### config.mk
export PLATFORM = sky130hd
export DESIGN_NAME = x_top_mem_target
export DESIGN_NICKNAME = d
export VERILOG_FILES = /design/src/rtl/x_top_mem_link_pkg.sv /design/src/rtl/x_top_mem_target_timeout.sv /design/src/rtl/x_top_mem_target.sv
export SDC_FILE = /design/constraint.sdc
export NUM_CORES = 1
export LEC_CHECK = 0
export ABC_CLOCK_PERIOD_IN_PS = 3400
export CELL_PAD_IN_SITES_DETAIL_PLACEMENT = 2
export CELL_PAD_IN_SITES_GLOBAL_PLACEMENT = 2
export CORE_MARGIN = 5
export CORE_UTILIZATION = 31
export CTS_CLUSTER_DIAMETER = 200
export DETAILED_ROUTE_END_ITERATION = 8
export PLACE_DENSITY = 0.8
export SETUP_SLACK_MARGIN = 0.02
export SLEW_MARGIN = 15
export SYNTH_ARGS = -nofsm -noshare
export SYNTH_HDL_FRONTEND = slang
export SYNTH_HIERARCHICAL = 1
export SYNTH_SLANG_ARGS = --single-unit
### constraint.sdc
create_clock -name i_clk -period 3.4 [get_ports i_clk]
set_clock_uncertainty 0.15 [all_clocks]
set_input_delay 0.51 -clock i_clk [delete_from_list [all_inputs] [get_ports i_clk]]
set_output_delay 0.51 -clock i_clk [all_outputs]
set_load 0.03 [all_outputs]
### src/rtl/x_top_mem_link_pkg.sv
// Shared definitions for the UART memory link: command encodings, acknowledge
// byte, packet byte counts and the target-side state enum.
package x_top_mem_link_pkg;

    localparam logic [7:0] CMD_WR = 8'h00;
    localparam logic [7:0] CMD_RD = 8'h01;
    localparam logic [7:0] ACK    = 8'hA5;

    localparam int CMD_BYTES     = 1;
    localparam int ADDR_BYTES    = 4;
    localparam int DATA_BYTES    = 4;
    localparam int RD_RESP_BYTES = 4;
    localparam int WR_RESP_BYTES = 1;

    typedef enum logic [2:0] {
        IDLE = 3'd0,
        ADDR = 3'd1,
        DATA = 3'd2,
        MEM  = 3'd3,
        RESP = 3'd4
    } state_t;

endpackage

### src/rtl/x_top_mem_target_timeout.sv
// Inter-byte timeout: reloads on clear, counts down while enabled and flags
// expiry on the last counted cycle, independent of a same-cycle clear.
module x_top_mem_target_timeout #(
    parameter int p_count = 3125
) (
    input  logic i_clk,
    input  logic i_nrst,
    input  logic i_clr,
    input  logic i_en,
    output logic o_expire
);

    localparam int W = $clog2(p_count + 1);

    logic [W-1:0] cnt_q;

    always_ff @(posedge i_clk or negedge i_nrst) begin
        if (!i_nrst) begin
            cnt_q <= '0;
        end else if (i_clr) begin
            cnt_q <= W'(p_count);
        end else if (i_en && cnt_q != '0) begin
            cnt_q <= cnt_q - W'(1);
        end
    end

    assign o_expire = i_en && (cnt_q == W'(1));

endmodule

### src/rtl/x_top_mem_target.sv
// Remote end of the UART memory link: parses request packets from UART bytes,
// performs one 32-bit access on the memory bus and returns data or an ack.
module x_top_mem_target
    import x_top_mem_link_pkg::*;
#(
    parameter int p_clk_hz  = 1000000,
    parameter int p_baud    = 9600,
    parameter int p_timeout = 3 * 10 * p_clk_hz / p_baud
) (
    input  logic        i_clk,
    input  logic        i_nrst,
    input  logic        i_uart_valid,
    input  logic [7:0]  i_uart_data,
    output logic        o_uart_valid,
    output logic [7:0]  o_uart_data,
    input  logic        i_uart_accept,
    output logic        o_mem_valid,
    output logic        o_mem_rnw,
    input  logic        i_mem_accept,
    output logic [31:0] o_mem_addr,
    output logic [31:0] o_mem_data,
    input  logic [31:0] i_mem_data,
    output logic        o_err
);

    localparam logic [1:0] ADDR_LAST    = 2'(ADDR_BYTES - 1);
    localparam logic [1:0] DATA_LAST    = 2'(DATA_BYTES - 1);
    localparam logic [1:0] RD_RESP_LAST = 2'(RD_RESP_BYTES - 1);
    localparam logic [1:0] WR_RESP_LAST = 2'(WR_RESP_BYTES - 1);

    state_t      state_q, state_d;
    logic [1:0]  idx_q, idx_d;
    logic        rnw_q;
    logic [31:0] addr_q, data_q, resp_q;
    logic        err_q, err_d;
    logic        rnw_we, addr_we, data_we, resp_we;
    logic        in_packet, expire;

    assign in_packet = (state_q == ADDR) || (state_q == DATA);

    // Any received byte restarts the timeout; outside a packet it stays loaded
    x_top_mem_target_timeout #(
        .p_count (p_timeout)
    ) u_timeout (
        .i_clk    (i_clk),
        .i_nrst   (i_nrst),
        .i_clr    (i_uart_valid || !in_packet),
        .i_en     (in_packet),
        .o_expire (expire)
    );

    always_ff @(posedge i_clk or negedge i_nrst) begin
        if (!i_nrst) begin
            state_q <= IDLE;
            idx_q   <= '0;
            rnw_q   <= 1'b0;
            addr_q  <= '0;
            data_q  <= '0;
            resp_q  <= '0;
            err_q   <= 1'b0;
        end else begin
            state_q <= state_d;
            idx_q   <= idx_d;
            err_q   <= err_d;
            if (rnw_we)  rnw_q <= i_uart_data[0];
            if (addr_we) addr_q[{idx_q, 3'b000} +: 8] <= i_uart_data;
            if (data_we) data_q[{idx_q, 3'b000} +: 8] <= i_uart_data;
            if (resp_we) resp_q <= i_mem_data;
        end
    end

    always_comb begin
        state_d      = state_q;
        idx_d        = idx_q;
        err_d        = 1'b0;
        rnw_we       = 1'b0;
        addr_we      = 1'b0;
        data_we      = 1'b0;
        resp_we      = 1'b0;
        o_mem_valid  = 1'b0;
        o_uart_valid = 1'b0;
        o_uart_data  = 8'h00;

        unique case (state_q)
            IDLE: begin
                if (i_uart_valid) begin
                    if (i_uart_data == CMD_WR || i_uart_data == CMD_RD) begin
                        rnw_we  = 1'b1;
                        idx_d   = '0;
                        state_d = ADDR;
                    end else begin
                        err_d = 1'b1;
                    end
                end
            end
            ADDR: begin
                // Expiry takes precedence over a byte landing in the same cycle
                if (expire) begin
                    err_d   = 1'b1;
                    state_d = IDLE;
                end else if (i_uart_valid) begin
                    addr_we = 1'b1;
                    if (idx_q == ADDR_LAST) begin
                        idx_d   = '0;
                        state_d = rnw_q ? MEM : DATA;
                    end else begin
                        idx_d = idx_q + 2'd1;
                    end
                end
            end
            DATA: begin
                if (expire) begin
                    err_d   = 1'b1;
                    state_d = IDLE;
                end else if (i_uart_valid) begin
                    data_we = 1'b1;
                    if (idx_q == DATA_LAST) begin
                        idx_d   = '0;
                        state_d = MEM;
                    end else begin
                        idx_d = idx_q + 2'd1;
                    end
                end
            end
            MEM: begin
                o_mem_valid = 1'b1;
                err_d       = i_uart_valid;
                if (i_mem_accept) begin
                    resp_we = rnw_q;
                    idx_d   = '0;
                    state_d = RESP;
                end
            end
            RESP: begin
                o_uart_valid = 1'b1;
                o_uart_data  = rnw_q ? resp_q[{idx_q, 3'b000} +: 8] : ACK;
                err_d        = i_uart_valid;
                if (i_uart_accept) begin
                    if (idx_q == (rnw_q ? RD_RESP_LAST : WR_RESP_LAST)) begin
                        idx_d   = '0;
                        state_d = IDLE;
                    end else begin
                        idx_d = idx_q + 2'd1;
                    end
                end
            end
            default: begin
                state_d = IDLE;
            end
        endcase
    end

    assign o_mem_rnw  = rnw_q;
    assign o_mem_addr = addr_q;
    assign o_mem_data = data_q;
    assign o_err      = err_q;

endmodule
Word level (Yosys, flattened, before mapping). Cells that the tools add are included.

$add $sub $neg: 3. Multiply operators: 0. Div/mod/pow operators: 0. $lt $le $gt $ge: 0. Eq/ne operators: 19. Shifts and indexed selects: 3. Multiplexer cells: 44. Bitwise operators: 0. Reduce and logical (&&, ||, !) cells: 15.

Operators by type and width (number): $bwmux 32 (2); $mux 3 (11); $shift 8x7->32 const A (1); $shiftx 32x6->8 (1); $shiftx 8x7->32 (1); $mux 12 (2); $mux 2 (9); $mux 8 (2); $mux 1 (15); $pmux 3 s5 (1); $eq 12x1->1 const B (1); $ne 2x2->1 const B (6); $reduce_bool 12->1 (1); $sub 12x1->12 const B (1); $reduce_and 9->1 (1); $eq 8x1->1 const B (1); $logic_not 8->1 (1); $pmux 2 s4 (1); $neg 5->7 (1); $reduce_and 7->1 (1); $eq 3x2->1 const B (2); $ne 3x2->1 const B (2); $ne 3x3->1 const B (2); $reduce_bool 4->1 (1); other kinds (13) (17).

Register bits after elaboration: 115. Latch bits: 0. RAM bits: 0. ROM bits: 0. Input port bits: 45. Output and inout port bits: 76. Memories: 0.

Depth between registers and ports, before layout.
Depth after elaboration: 5. Mapped depth: 12.

By module. Netlist, hierarchy kept.

By module, submodules not included: x_top_mem_target (times used 1, cells an instance 405, area each 4455.5 um^2, sequential area each 2577.5 um^2); x_top_mem_target_timeout (times used 1, cells an instance 76, area each 726.9 um^2, sequential area each 300.3 um^2).

Worst setup path before layout. No wires, ideal clock.

Kind: register -> register. Start point: register u_timeout.cnt_q[7]. End point: register addr_q[14], in the netlist o_mem_addr[14]. Arrival time: 2467 ps. Setup slack: 647 ps. Cell stages (with the launch flop): 9. Buffers on the path: 2. Period minus slack after synthesis: 2753 ps. Cell sequence: dfrtp_1 -> or4_1 -> clkbuf_1 -> nor4_1 -> inv_1 -> and3_1 -> nand2_1 -> clkbuf_1 -> o21ai_0.

Word-level cells in the longest chain between the ends: 4.

RTL lines: start, declared (line x_top_mem_target_timeout.sv:15) `logic [W-1:0] cnt_q;`; start signal, assigned (line x_top_mem_target_timeout.sv:21) `cnt_q <= W'(p_count);`; start signal, assigned (line x_top_mem_target_timeout.sv:23) `cnt_q <= cnt_q - W'(1);`; $eq 12x1->1 (line x_top_mem_target_timeout.sv:27) `assign o_expire = i_en && (cnt_q == W'(1));`; $logic_and 1x1->1 (line x_top_mem_target_timeout.sv:27); named net expire (line x_top_mem_target.sv:37) `logic in_packet, expire;`; $mux 1; $mux 1 (line x_top_mem_target.sv:84) `unique case (state_q)`; end signal, assigned by index (line x_top_mem_target.sv:66) `if (addr_we) addr_q[{idx_q, 3'b000} +: 8] <= i_uart_data;`; end, declared (line x_top_mem_target.sv:34) `logic [31:0] addr_q, data_q, resp_q;`.

The timed path passes the listed nets, and every way through them passes these cells. A chain may end at the register's enable or synchronous reset.

Final worst setup path.
Start point: register state_q[2]. End point: output port o_uart_data[1].

Word-level cells in the longest chain between the ends: 2.

RTL lines: start, declared (line x_top_mem_target.sv:31) `state_t state_q, state_d;`; start signal, assigned (line x_top_mem_target.sv:62) `state_q <= state_d;`; $eq 3x3->1 (line x_top_mem_target.sv:84); $mux 8 (line x_top_mem_target.sv:84); end, declared (line x_top_mem_target.sv:15) `output logic [7:0] o_uart_data,`.

No other way between the ends.

==> out/results.md <==
• count of routing violations after the opening detailed-route iteration: 166
• Mapped Cells: 481
• setup slack on the worst flop-to-flop path: 0.43 ns
• wire length on met2: 8700 um
• Min-Delay Path Class: in2async
• cell at the root of the clock tree: sky130_fd_sc_hd__clkbuf_16
• number of clock sinks seen by CTS: 115
• worst reg2reg endpoint: o_mem_data[21]$_DFFE_PN0P_
• RSZ-0062 raised after global routing: false
• met3 layer wire length in the routed design: 738 um
• Top-Level Pins: 121
• violated checks: hold timing
• row count: 47
• Synth warnings: 6
• TritonCTS Buffers: 17
• largest fanout on the critical path: 11
• initial core utilization: 31.5%
• Setup crit end kind: output pin
• core area: 16500 um^2
• clock tree from TritonCTS: done
• count of pins over their slew limit: 0
• number of buffers on the longest clock path: 2
• post-layout power: 6.00 mW
• Wirelength per Cell: 19.7 um
• Post-synth EDFFs: 0
• Total Routed Length: 16500 um
• most instantiated cells after synthesis: sky130_fd_sc_hd__dfrtp_1, sky130_fd_sc_hd__nand2_1, sky130_fd_sc_hd__o21ai_0
• Critical Path AT: 2.58 ns
• via-per-instance ratio: 5.01
• number of cells on the worst reg-to-reg path: 8
• power per cell area: 831 nW/um^2
• post-place setup slack: 0.447 ns
• Crit Path Category: reg2out
• first-pass GRT wire length: 26800 um
• layout cells sized above 1: 14.6%
• actual slew at the worst max-slew pin: 0.693 ns
• most area-hungry cell type in the Yosys netlist: sky130_fd_sc_hd__dfrtp_1
• worst path required time: 2.74 ns
• async set-or-reset flop fraction in the synthesized netlist: 100%
• status: complete, but fails checks
• largest vdd supply drop: 0.442 mV
• launch instance of the worst register-to-register path: u_timeout/cnt_q[7]$_DFFE_PN0P_
• area overhead of the layout relative to synthesis: 39.4%
• Post-Syn Area per Cell: 10.8 um^2
• critical path launch point type: flip-flop
• highest attainable clock frequency: 309 MHz
• Leak Pwr: 3.06 nW
• Relative slew margins: 53.8%
• grt total ovfl: 0
• post-synthesis sequential area ratio: 55.5%
• Yosys cell types: 51
• number of iterations in the first detailed-routing pass: 4
• post-route fraction of the period consumed by the critical path: 95.3%
• leading register cell type out of synthesis: sky130_fd_sc_hd__dfrtp_1
• floorplan die width: 139 um
• clock-pin slew on the worst setup and hold paths: 0.05 ns
• via count: 4190
• final antenna diode count: 0
• Max Cap Violations: 0
• initial antenna violation count: 0
• gp weighted congestion: 0.787
• top-count cell post-synth: sky130_fd_sc_hd__dfrtp_1
• total routed wire length on the met1 layer: 6830 um
• H-tree lvl count: 4
• Fin Hold WS: -0.0225 ns
• time the final worst path needs with I/O delays and setup: 3.24 ns
• final layout net count: 658
• min setup slack post-route: 0.159 ns
• Synth Register Bits: 115
• largest net degree at the start of global routing: 65
• setup bufs post-CTS: 0
• die span in y: 139 um
• global routing usage summed across all routing layers: 17.3%
• final HPWL from detailed placement: 11900 um
• top sig layer: met4
• die area: 19400 um^2
• remaining antenna violation count after routing: 0
• cell types with the largest area share after synthesis: sky130_fd_sc_hd__dfrtp_1, sky130_fd_sc_hd__nand2_1, sky130_fd_sc_hd__mux2_2
• number of nets in the synthesized netlist: 534
• final setup violation count: 0
• fraction of synthesized cell area taken by the top area cell type: 55.5%
• number of input and output port buffers inserted: 120
• area of the mapped netlist: 5180 um^2
• Final TNS setup: 0 ns
• count of final hold-check violations: 12
• vias in the first global route: 4808
• worst skew pair latency: 0.41 ns
• DRC violations left: 0
## area by class of cell
cell class              instances  area (um^2)
flip-flops and latches        115         2880
multi-input cells             330         2160
clock inverters                10          134
well taps                     220          275
clock buffers                  20          457
repair buffers                128         1270
inverters                      13         48.8
fillers                      1726         9240
## state kept, by name, indices dropped and copies added (netlist names)
name and cells:
o_mem_rnw 1, o_mem_addr 32, o_mem_data 32, idx_q 2
resp_q 32, o_err 1, u_timeout/cnt_q 12, state_q 3
## worst max path at each step
stage / from / endpoint / slack [ns] / cells after the start
floorplan: u_timeout/cnt_q[7]$_DFFE_PN0P_ / o_mem_addr[14]$_DFFE_PN0P_ / 0.65 / 8
global placement: idx_q[0]$_DFFE_PN0P_ / o_uart_data[3] / 0.57 / 3
detailed placement: u_timeout/cnt_q[7]$_DFFE_PN0P_ / o_mem_data[1]$_DFFE_PN0P_ / 0.45 / 8
CTS: idx_q[0]$_DFFE_PN0P_ / o_uart_data[1] / 0.06 / 3
global route: state_q[2]$_DFFE_PN0P_ / o_uart_data[6] / 0.03 / 4
finish: state_q[2]$_DFFE_PN0P_ / o_uart_data[1] / 0.16 / 4
## critical path, cell delays in order, from the launching register on
cell                              delay, ns
sky130_fd_sc_hd__dfrtp_1               0.56
sky130_fd_sc_hd__or3b_1                0.56
sky130_fd_sc_hd__inv_1                 0.19
sky130_fd_sc_hd__and3_1                0.18
sky130_fd_sc_hd__clkdlybuf4s50_1       0.67
## power by group
part	leakage, nW	internal (mW)	switching [mW]	total, mW
registers	1.55	1.70	0.297	2.00
clock network	0.288	1.18	0.625	1.80
logic	1.23	0.908	1.29	2.20
total	3.06	3.79	2.21	6.00
## metal layers
| metal | track usage (%) | vias to the layer above |
|---|---|---|
| met2 | 31.3 | 95 |
| met3 | 4.08 | 15 |
| li1 | - | 1920 |
| met1 | 20.4 | 2160 |
| met4 | 4.89 | 0 |
| met5 | 0 | - |
## cells in the final DEF, fill, tap and decap left out, types with 5 or more instances in the layout
cell type,count
sky130_fd_sc_hd__clkdlybuf4s50_1,119
sky130_fd_sc_hd__mux2_2,32
sky130_fd_sc_hd__or3_1,6
sky130_fd_sc_hd__and3_1,8
sky130_fd_sc_hd__clkbuf_16,17
sky130_fd_sc_hd__nor2_1,9
sky130_fd_sc_hd__nand2_1,110
sky130_fd_sc_hd__a21oi_1,11
sky130_fd_sc_hd__o21ai_0,68
sky130_fd_sc_hd__inv_1,13
sky130_fd_sc_hd__mux4_2,8
sky130_fd_sc_hd__ha_1,8
sky130_fd_sc_hd__dfrtp_1,114
sky130_fd_sc_hd__buf_4,8
sky130_fd_sc_hd__nand2b_1,5
sky130_fd_sc_hd__nor4_1,5
## cell families after synthesis
group	after synthesis	synth area share (%)
flip-flops	115	55.5
AO/OA/AOI/OAI	97	10.8
XOR/XNOR	2	0.338
adder cells (fa/ha/maj)	8	1.93
AND/OR/NAND/NOR	175	16.3
multiplexers	48	12.2
buffers and inverters	36	2.85
## per-stage QoR
| stage | area [um^2] | cells | utilization, % |
|---|---|---|---|
| after floorplan | 5180 | 481 | - |
| after global placement | 6630 | 806 | 40.3 |
| after detailed placement | 6630 | 806 | 40.3 |
| after CTS | 7220 | 836 | 43.9 |
| after global routing | 7220 | 836 | 43.9 |
| final | 7220 | 836 | 43.9 |
## what timing repair did
action                                  CTS  global route
resized for setup                         0             1
hold buffers                              0             0
endpoints found under the setup margin    0             8
Note: power is estimated with default switching activity, not from simulation.
==> RTL change 1: new RTL, config.mk and constraints unchanged <==
Change the parameter `p_clk_hz` from 1000000 to 2000000.
--- a/src/rtl/x_top_mem_target.sv
+++ b/src/rtl/x_top_mem_target.sv
@@ -3,7 +3,7 @@
 module x_top_mem_target
     import x_top_mem_link_pkg::*;
 #(
-    parameter int p_clk_hz  = 1000000,
+    parameter int p_clk_hz  = 2000000,
     parameter int p_baud    = 9600,
     parameter int p_timeout = 3 * 10 * p_clk_hz / p_baud
 ) (
Behaviour: no difference found for any inputs over 4 cycles, from zero or initial values and one cycle with i_nrst low; that may be too few to reach the edited logic, so the function may still have changed.
==> RTL change 1 against the unedited design <==
Synthesized area up 1.5%; sequential cell count up 1; design area up 0.99%; wire length increased by 10%; clock power about the same; count of clock-buffer cells in the layout stayed put; critical path type unchanged; worst setup slack improved by 0.059 ns; total power grew 1.1%; largest cell class unchanged; non-clock buffer count grew 1; first-iteration DRC count rose by 8.4%; utilization hardly changed; register-to-register slack gained 0.16 ns.
==> RTL change 1: results <==
INSERT INTO impl_metrics (metric_group, metric, value, unit) VALUES
('setup_path', 'timing.rr.start', 'state_q[0]$_DFFE_PN0P_', ''),
('setup_path', 'worst-r2r-setup-slack', '0.59', 'ns'),
('outcome', 'outcome', 'completed', ''),
('setup_path', 'startpoint', 'state_q[1]$_DFFE_PN0P_', ''),
('placed_design', 'dp_cells', '816', ''),
('synthesis', 'netlist_top_cells_count', 'sky130_fd_sc_hd__dfrtp_1 (116), sky130_fd_sc_hd__nand2_1 (107), sky130_fd_sc_hd__o21ai_0 (71)', ''),
('global_routing', 'grtUsageMet1', '22.0', '%'),
('placed_design', 'routabilityCongestion', '0.801', ''),
('layout', 'bufAreaShareNonClock', '17.4', '%'),
('synthesis', 'mapped_avg_cell_area', '10.8', 'um2'),
('power', 'pwr_density_cell', '832', 'nW/um2'),
('power', 'ir_drop', '0.497', 'mV'),
('timing', 'tightestPinTransition', '0.825', 'ns'),
('global_routing', 'grt.total_usage', '18.9', '%'),
('layout', 'post_route_cells_drive_above_1_share', '14.9', '%'),
('synthesis', 'synth_sequential_area_ratio', '55.2', '%'),
('setup_path', 'critical_path.reg2reg.endpoint', 'o_mem_data[24]$_DFFE_PN0P_', ''),
('global_routing', 'grt_max_degree', '62', ''),
('layout', 'clock_cell_area_share', '7.96', '%'),
('drt', 'post_drt_wl_per_cell', '21.5', 'um');
-- RTL change 1: cell types whose count changed after synthesis, sizes merged, moves of 2 or more --
cell,delta
or3,-3
o21ai,+4
nand2,-2
nand3,+5
nor2,+3
or4,+3
or2,-2
nor3,+2
or4b,-2
nand2b,-2
clkbuf,-2
o311ai,+2
nor4,-2
-- RTL change 1: kinds of logic (layout without fill, tap and decap cells) --
| kind of cell | Yosys count | in the layout | share of synthesized area [%] |
|---|---|---|---|
| buf+inv | 36 | 173 | 2.81 |
| xor+xnor | 1 | 1 | 0.166 |
| mux | 49 | 49 | 12.2 |
| fa+ha+maj | 8 | 8 | 1.90 |
| flops | 116 | 116 | 55.2 |
| compound gates | 100 | 100 | 10.8 |
| simple gates | 179 | 179 | 17.0 |
-- RTL change 1: power breakdown --
part	internal, W	leakage, nW	switching (W)
logic	0.000901	1.25	0.00131
registers	0.00172	1.56	0.000339
clock network	0.00116	0.281	0.000639
total	0.00378	3.09	0.00229
==> RTL change 2: new RTL, same settings <==
Without the edit above. Register the inputs `i_uart_valid`, `i_uart_data`, `i_uart_accept`, `i_mem_accept` and `i_mem_data` before use. The logic sees them one clock later.
--- a/src/rtl/x_top_mem_target.sv
+++ b/src/rtl/x_top_mem_target.sv
@@ -28,6 +28,20 @@
     localparam logic [1:0] RD_RESP_LAST = 2'(RD_RESP_BYTES - 1);
     localparam logic [1:0] WR_RESP_LAST = 2'(WR_RESP_BYTES - 1);
 
+    logic i_uart_valid_q;
+    logic [7:0] i_uart_data_q;
+    logic i_uart_accept_q;
+    logic i_mem_accept_q;
+    logic [31:0] i_mem_data_q;
+
+    always_ff @(posedge i_clk) begin
+        i_uart_valid_q  <= i_uart_valid;
+        i_uart_data_q   <= i_uart_data;
+        i_uart_accept_q <= i_uart_accept;
+        i_mem_accept_q  <= i_mem_accept;
+        i_mem_data_q    <= i_mem_data;
+    end
+
     state_t      state_q, state_d;
     logic [1:0]  idx_q, idx_d;
     logic        rnw_q;
@@ -44,7 +58,7 @@
     ) u_timeout (
         .i_clk    (i_clk),
         .i_nrst   (i_nrst),
-        .i_clr    (i_uart_valid || !in_packet),
+        .i_clr    (i_uart_valid_q || !in_packet),
         .i_en     (in_packet),
         .o_expire (expire)
     );
@@ -62,10 +76,10 @@
             state_q <= state_d;
             idx_q   <= idx_d;
             err_q   <= err_d;
-            if (rnw_we)  rnw_q <= i_uart_data[0];
-            if (addr_we) addr_q[{idx_q, 3'b000} +: 8] <= i_uart_data;
-            if (data_we) data_q[{idx_q, 3'b000} +: 8] <= i_uart_data;
-            if (resp_we) resp_q <= i_mem_data;
+            if (rnw_we)  rnw_q <= i_uart_data_q[0];
+            if (addr_we) addr_q[{idx_q, 3'b000} +: 8] <= i_uart_data_q;
+            if (data_we) data_q[{idx_q, 3'b000} +: 8] <= i_uart_data_q;
+            if (resp_we) resp_q <= i_mem_data_q;
         end
     end
 
@@ -83,8 +97,8 @@
 
         unique case (state_q)
             IDLE: begin
-                if (i_uart_valid) begin
-                    if (i_uart_data == CMD_WR || i_uart_data == CMD_RD) begin
+                if (i_uart_valid_q) begin
+                    if (i_uart_data_q == CMD_WR || i_uart_data_q == CMD_RD) begin
                         rnw_we  = 1'b1;
                         idx_d   = '0;
                         state_d = ADDR;
@@ -98,7 +112,7 @@
                 if (expire) begin
                     err_d   = 1'b1;
                     state_d = IDLE;
-                end else if (i_uart_valid) begin
+                end else if (i_uart_valid_q) begin
                     addr_we = 1'b1;
                     if (idx_q == ADDR_LAST) begin
                         idx_d   = '0;
@@ -112,7 +126,7 @@
                 if (expire) begin
                     err_d   = 1'b1;
                     state_d = IDLE;
-                end else if (i_uart_valid) begin
+                end else if (i_uart_valid_q) begin
                     data_we = 1'b1;
                     if (idx_q == DATA_LAST) begin
                         idx_d   = '0;
@@ -124,8 +138,8 @@
             end
             MEM: begin
                 o_mem_valid = 1'b1;
-                err_d       = i_uart_valid;
-                if (i_mem_accept) begin
+                err_d       = i_uart_valid_q;
+                if (i_mem_accept_q) begin
                     resp_we = rnw_q;
                     idx_d   = '0;
                     state_d = RESP;
@@ -134,8 +148,8 @@
             RESP: begin
                 o_uart_valid = 1'b1;
                 o_uart_data  = rnw_q ? resp_q[{idx_q, 3'b000} +: 8] : ACK;
-                err_d        = i_uart_valid;
-                if (i_uart_accept) begin
+                err_d        = i_uart_valid_q;
+                if (i_uart_accept_q) begin
                     if (idx_q == (rnw_q ? RD_RESP_LAST : WR_RESP_LAST)) begin
                         idx_d   = '0;
                         state_d = IDLE;
Behaviour: not the same (Yosys sat finds a counterexample within 4 cycles, from zero or initial values and one cycle with i_nrst low).
==> RTL change 2 against the unedited design <==
Design area rose by 13%; synthesized area rose by 16%; hold slack improved by 0.043 ns; worst setup slack improved by 0.0061 ns; total power rose by 2.3%; combinational power fell by 18%; critical path depth did not move; sequential cell count rose by 43; wire length rose by 11%; highest routed layer unchanged.
==> RTL change 2: results <==
INSERT INTO impl_metrics (metric_group, metric, value, unit) VALUES
('drt', 'met2WireLength', '9.81', 'mm'),
('synthesis', 'synth_mux_area_share', '10.7', '%'),
('global_routing', 'grt_max_degree', '63', ''),
('global_routing', 'grtUsageMet1', '19.1', '%'),
('synthesis', 'synth_compound_gate_area_share', '8.91', '%'),
('drt', 'postRouteWirelength', '18.3', 'mm'),
('global_routing', 'global_route.usage.met2', '31.8', '%'),
('layout', 'post_route_cells_drive_above_1_share', '14.9', '%'),
('synthesis', 'synthesis.nets', '574', ''),
('outcome', 'outcome', 'completed', ''),
('placed_design', 'pre_cts_ws', '0.344', 'ns'),
('setup_path', 'critical_path.reg2reg.endpoint', 'o_mem_data[6]$_DFFE_PN0P_', ''),
('synthesis', 'netlist_top_cells_count', 'sky130_fd_sc_hd__dfrtp_1 (115), sky130_fd_sc_hd__nand2_1 (110), sky130_fd_sc_hd__o21ai_0 (69)', ''),
('power', 'ir_drop', '0.396', 'mV'),
('layout', 'num-fill-cells', '1978', ''),
('clock_tree', 'cts_resized', '2', ''),
('clock_tree', 'clk_pin_slew', '0.07', 'ns'),
('timing', 'fin_worst_hold_slack', '0.0206', 'ns'),
('placed_design', 'dp_hpwl', '13.0', 'mm'),
('timing', 'slew_headroom', '44.3', '%'),
('placed_design', 'routabilityCongestion', '0.782', ''),
('timing', 'fin_crit', '3.23', 'ns'),
('layout', 'finalNetCount', '699', ''),
('global_routing', 'grt.total_usage', '17.1', '%'),
('synthesis', 'mapped_avg_cell_area', '11.6', 'um2'),
('global_routing', 'global_route.usage.met3', '4.42', '%');
[RTL change 2: power groups by stage]
stage,sequential [W],clock (W),combinational [W]
2_1_floorplan,0.00262,0,0.000882
3_3_place_gp,0.00243,0,0.00172
4_1_cts,0.00244,0.00195,0.00184
3_5_place_dp,0.00247,0,0.00181
6_report,0.00243,0.00190,0.00181
5_1_grt,0.00247,0.00203,0.00197
[RTL change 2: cell type report]
class                   count  share of cell area (%)
clock buffers              18                    5.27
clock inverters            14                    1.89
inverters                   8                   0.369
multi-input cells         333                    26.8
flip-flops and latches    158                    46.0
well taps                 265                    4.07
repair buffers            128                    15.6
[RTL change 2: critical path: stages (launching register included)]
cell	delay, ns
sky130_fd_sc_hd__dfrtp_1	0.51
sky130_fd_sc_hd__or3b_4	0.54
sky130_fd_sc_hd__inv_1	0.21
sky130_fd_sc_hd__and3_1	0.21
sky130_fd_sc_hd__clkdlybuf4s50_1	0.68
